[config.mk]
export PLATFORM = sky130hd
export DESIGN_NAME = lsfr_rng_flat
export DESIGN_NICKNAME = d
export VERILOG_FILES = /design/src/rtl/lsfr_rng_if.sv /design/src/rtl/lsfr_rng.sv /design/src/flat_wrapper.sv
export SDC_FILE = /design/constraint.sdc
export NUM_CORES = 1
export LEC_CHECK = 0
export ABC_CLOCK_PERIOD_IN_PS = 1230
export BUFFER_PORTS_ARGS = -buffer_cell sky130_fd_sc_hd__buf_2
export CAP_MARGIN = 40
export CORE_AREA = 2 2 39 41
export DETAILED_ROUTE_END_ITERATION = 10
export DIE_AREA = 0 0 41 43
export PLACE_DENSITY = 0.52
export SYNTH_ARGS = -nofsm -noshare
export SYNTH_HDL_FRONTEND = slang
export SYNTH_SLANG_ARGS = --single-unit
[constraint.sdc]
create_clock -name clk -period 1.23 [get_ports clk]
set_input_delay 0.246 -clock clk [delete_from_list [all_inputs] [get_ports clk]]
set_output_delay 0.246 -clock clk [all_outputs]
set_load 0.02 [all_outputs]
[src/rtl/lsfr_rng_if.sv]
// Handshake bundle for lsfr_rng: the start/restart strobe in, the registered
// random value out. S_WIDTH must match the attached lsfr_rng instance.
interface lsfr_rng_if #(
  parameter int S_WIDTH = 8
);
  logic               in_valid;
  logic [S_WIDTH-1:0] random_num_ff_o;

  modport master (
    output in_valid,
    input  random_num_ff_o
  );

  modport slave (
    input  in_valid,
    output random_num_ff_o
  );
endinterface

[src/rtl/lsfr_rng.sv]
// Fibonacci LFSR pseudo-random source, seeded from RANDOM_SEED, free-running once started.
// Optional feature macro: LSFR_LOCKUP_GUARD_EN (forces a zero seed/state to 1).
module lsfr_rng #(
  parameter int unsigned S_WIDTH     = 8,
  parameter int unsigned RANDOM_SEED = 8'd1
) (
  input  logic       clk,
  input  logic       rst_n,
  lsfr_rng_if.slave  bus
);

  localparam logic [S_WIDTH-1:0] SEED_RAW = S_WIDTH'(RANDOM_SEED);
  localparam logic [S_WIDTH-1:0] ONE      = {{(S_WIDTH-1){1'b0}}, 1'b1};

`ifdef LSFR_LOCKUP_GUARD_EN
  localparam logic [S_WIDTH-1:0] SEED = (SEED_RAW == '0) ? ONE : SEED_RAW;
`else
  localparam logic [S_WIDTH-1:0] SEED = SEED_RAW;
`endif

  typedef enum logic {
    IDLE = 1'b0,
    RUN  = 1'b1
  } state_t;

  state_t             state_q;
  state_t             state_d;
  logic [S_WIDTH-1:0] lfsr_q;
  logic [S_WIDTH-1:0] lfsr_d;
  logic [S_WIDTH-1:0] lfsr_step;
  logic               fb;

  // Maximal-length taps; tap n refers to lfsr_q[n-1].
  generate
    case (S_WIDTH)
      3:  begin : g_taps3  assign fb = lfsr_q[2]  ^ lfsr_q[1];                          end
      4:  begin : g_taps4  assign fb = lfsr_q[3]  ^ lfsr_q[2];                          end
      5:  begin : g_taps5  assign fb = lfsr_q[4]  ^ lfsr_q[2];                          end
      6:  begin : g_taps6  assign fb = lfsr_q[5]  ^ lfsr_q[4];                          end
      7:  begin : g_taps7  assign fb = lfsr_q[6]  ^ lfsr_q[5];                          end
      8:  begin : g_taps8  assign fb = lfsr_q[7]  ^ lfsr_q[5]  ^ lfsr_q[4] ^ lfsr_q[3]; end
      9:  begin : g_taps9  assign fb = lfsr_q[8]  ^ lfsr_q[4];                          end
      10: begin : g_taps10 assign fb = lfsr_q[9]  ^ lfsr_q[6];                          end
      11: begin : g_taps11 assign fb = lfsr_q[10] ^ lfsr_q[8];                          end
      12: begin : g_taps12 assign fb = lfsr_q[11] ^ lfsr_q[5]  ^ lfsr_q[3] ^ lfsr_q[0]; end
      13: begin : g_taps13 assign fb = lfsr_q[12] ^ lfsr_q[3]  ^ lfsr_q[2] ^ lfsr_q[0]; end
      14: begin : g_taps14 assign fb = lfsr_q[13] ^ lfsr_q[4]  ^ lfsr_q[2] ^ lfsr_q[0]; end
      15: begin : g_taps15 assign fb = lfsr_q[14] ^ lfsr_q[13];                         end
      16: begin : g_taps16 assign fb = lfsr_q[15] ^ lfsr_q[14] ^ lfsr_q[12] ^ lfsr_q[3]; end
      default: begin : g_bad_width
        $fatal(1, "lsfr_rng: S_WIDTH=%0d is outside the supported range 3..16", S_WIDTH);
      end
    endcase
  endgenerate

  assign lfsr_step = {lfsr_q[S_WIDTH-2:0], fb};

  always_comb begin
    state_d = state_q;
    lfsr_d  = lfsr_q;
    case (state_q)
      IDLE: begin
        if (bus.in_valid) begin
          lfsr_d  = SEED;
          state_d = RUN;
        end
      end
      RUN: begin
        if (bus.in_valid) begin
          lfsr_d = SEED;
`ifdef LSFR_LOCKUP_GUARD_EN
        end else if (lfsr_q == '0) begin
          lfsr_d = ONE;
`endif
        end else begin
          lfsr_d = lfsr_step;
        end
      end
      default: begin
        state_d = IDLE;
      end
    endcase
  end

  // Reset reloads the seed so the output shows it before any clock edge.
  always_ff @(posedge clk or negedge rst_n) begin
    if (!rst_n) begin
      state_q <= IDLE;
      lfsr_q  <= SEED;
    end else begin
      state_q <= state_d;
      lfsr_q  <= lfsr_d;
    end
  end

  assign bus.random_num_ff_o = lfsr_q;

endmodule

[src/flat_wrapper.sv]
// flat-port wrapper written by rule: the top's interface ports become plain ports
module lsfr_rng_flat 
#(
  parameter int unsigned S_WIDTH     = 8,
  parameter int unsigned RANDOM_SEED = 8'd1
)
  (clk, rst_n, bus_in_valid, bus_random_num_ff_o);
  lsfr_rng_if #(.S_WIDTH(S_WIDTH)) bus_i ();
  input  logic clk;
  input  logic rst_n;
  input wire logic [$bits(bus_i.in_valid)-1:0] bus_in_valid;
  output wire logic [$bits(bus_i.random_num_ff_o)-1:0] bus_random_num_ff_o;
  assign bus_i.in_valid = bus_in_valid;
  assign bus_random_num_ff_o = bus_i.random_num_ff_o;
  lsfr_rng #(.S_WIDTH(S_WIDTH), .RANDOM_SEED(RANDOM_SEED)) u_core (.clk(clk), .rst_n(rst_n), .bus(bus_i));
endmodule
==> metrics.txt <==
Layout Area Growth over Synthesis=24.3%; Finished Layout Cells=between 60 and 70; Post-Route WL=between 600 and 700 um; clock share of power=between 30% and 40%; global placer's final weighted congestion=0.695; Synth Instances=32; Setup TNS=0 ns; Peak Freq=between 800 and 900 MHz; sequential area share after synthesis=between 50% and 60%; Site Rows=14; Reg clk slew, reported paths=0.06 ns; Worst Path Buf+Inv=1; CP delay by family, top=flip-flops; WHS=approximately 0.26 ns; clk root buf=clkbuf_4; pin count of the biggest net entering global routing=10; critical path required time=approximately 1 ns; number of H-tree levels=1; max_cap viols=0; status=finished clean; top cells by area, synth=dfrtp_1, mux2i_1, xnor2_2, nor2_1, dfstp_2; Final Max Slew Viols=0; Hold Crit Start=bus_in_valid; vias=approximately 260; WS Path Type=reg -> out; area leader, netlist=dfrtp_1; share of the synthesized area in the top cell type=about half; Worst-Margin Slew=around 0.39 ns; Avg Inst Size Synth=12.4 sq um; gr busiest metal=met2; Leak=0.283 nW; layout cells sized above 1=~36%; initial antenna violation count=0; wire per inst=between 10 and 15 um; Die X=between 40 and 50 um; GRT met3 Usage=under 10%; post-synthesis cell area=397 sq um; Overflow after GRT=0; Max VDD drop=between 0.4 and 0.5 mV; Core Box Area=~1400 sq um; Synth Warn #=0; Post-CTS Setup Bufs=0; CTS Buf Count=3; CP startpoint kind=flip-flop; Die ar.=~1800 sq um; Cells after DPL=56; Critical Path AT=0.93 ns; met1 Resource Use GR=a little under an eighth; Synth cell types=11; Max stage delay on crit path=0.54 ns; Iteration-0 DRC Markers=6; Yosys reg bits=9; Tcrit/Tclk final=a little over nine tenths; # setup viols final=0; R2R setup slack=0.20 ns; Final nets=slightly below 50; CP max stage cell=dfstp_2; number of remaining DRC errors=0; Tmin final=roughly 1.2 ns; drt via density=between 4 and 5; Filler cells=144; final hold violation count=0; fin worst setup slack=roughly 0.056 ns; internal power=453 uW; DIE HEIGHT=43 um; clock skew=approximately 0.0047 ns; Crit. Startpoint=u_core.bus.random_num_ff_o[0]; syn_nets=35; Psw=~140 uW; clock tree sinks=9; Storage cell area=roughly 230 sq um; reg-to-reg startpoint=u_core.state_q; router iterations before antenna repair=4; vias in the first global route=around 270; Clock Latency Late Sink=~0.26 ns; DRT antenna net count=0; area occupied by multi-input gates=between 150 and 200 sq um; unrepaired setup endpoints after global routing=false; Initial Utilization=between 20% and 30%; Buffers on Ports=10; CP cell instances=buf_4; Slew headroom=73.9%; CTS tree=yes; IO Count=11; diodes inserted=0; Comb pwr share=around 9%; Sw Share=between 20% and 30%; GR Layer Usage met2=between 10 and 15%; class of the worst hold path=in -> reg; CP Capture Type=output port; gr usage total=~10%; Place WS=~0.2 ns; first-pass GRT wire length=between 1000 and 1500 um; Flop pwr share=a little over half; Critical Path Fanout Max=3; Core Util, Final=35.6%; pwr dens=about 1200 nW/um^2; deepest clock path buffer count=2
[placed cells by master, fill, tap and decap left out]
cell type and count:
dfrtp_1 8, clkbuf_1 1, inv_1 1, clkbuf_4 3, mux2i_1 7, buf_2 9, or2_1 1, dfstp_2 1
a31oi_1 1, buf_4 1, dlygate4sd3_1 1, xnor2_1 1, nor2_1 8, xnor2_2 2
[synth_stat cells]
cell type  instances
or2_1              1
buf_2              1
a31oi_1            1
nor2_1             8
dfrtp_1            8
dfstp_2            1
buf_4              1
mux2i_1            7
xnor2_2            2
inv_1              1
xnor2_1            1
[state kept, by name, summed over array words and instances, names as in the netlist]
| name | count |
|---|---|
| u_core.state_q | 1 |
| u_core.bus.random_num_ff_o | 8 |
[layout make-up]
| class | instances | share of cell area, % |
|---|---|---|
| clock buffers | 4 | 5.33 |
| multi-input cells | 20 | 31.2 |
| inverters | 1 | 0.761 |
| well taps | 16 | 4.06 |
| repair buffers | 11 | 12.7 |
| flip-flops and latches | 9 | 45.9 |
[through the flow]
step / total power, mW / cell area (sq um)
after floorplan: 0.350 / 397
after global placement: 0.369 / 454
after detailed placement: 0.370 / 454
after CTS: 0.606 / 490
after global routing: 0.629 / 493
final: 0.590 / 493
[path summary, 6_finish.rpt]
kind / depth (start not counted) / to
max reg2reg: 3 / u_core.bus.random_num_ff_o[0]
min: 2 / u_core.bus.random_num_ff_o[6]
max: 1 / bus_random_num_ff_o[0]
min reg2reg: 2 / u_core.bus.random_num_ff_o[0]
min in group asynchronous: 2 / u_core.bus.random_num_ff_o[6]
max in group asynchronous: 2 / u_core.bus.random_num_ff_o[0]
[power groups by stage]
stage / Combinational [mW] / Clock (mW) / Sequential [mW]
detailed placement: 0.0496 / 0 / 0.321
finish: 0.0522 / 0.222 / 0.315
global route: 0.0578 / 0.255 / 0.317
floorplan: 0.0182 / 0 / 0.331
CTS: 0.0522 / 0.239 / 0.315
global placement: 0.0487 / 0 / 0.320
[per-layer routing]
metal	wire [um]	share of wire [%]	up-vias
li1	-	-	131
met1	268	42	125
met2	314	50	7
met3	51	8.0	0
met4	0	0	0
met5	0	0	-
[cells by family (layout without fill, tap and decap cells)]
group | after synthesis | after routing | synth area share (%)
simple gates | 9 | 9 | 9.15
flops | 9 | 9 | 57.1
mux | 7 | 7 | 17.7
xor+xnor | 3 | 3 | 10.4
buf+inv | 3 | 16 | 4.10
compound gates | 1 | 1 | 1.58
[timing repair]
action	CTS	global route
hold endpoints to repair	8	0
setup endpoints to repair	0	1
hold buffers	1	0
gates resized for setup	0	1
Power figures use the tool's default switching activity.
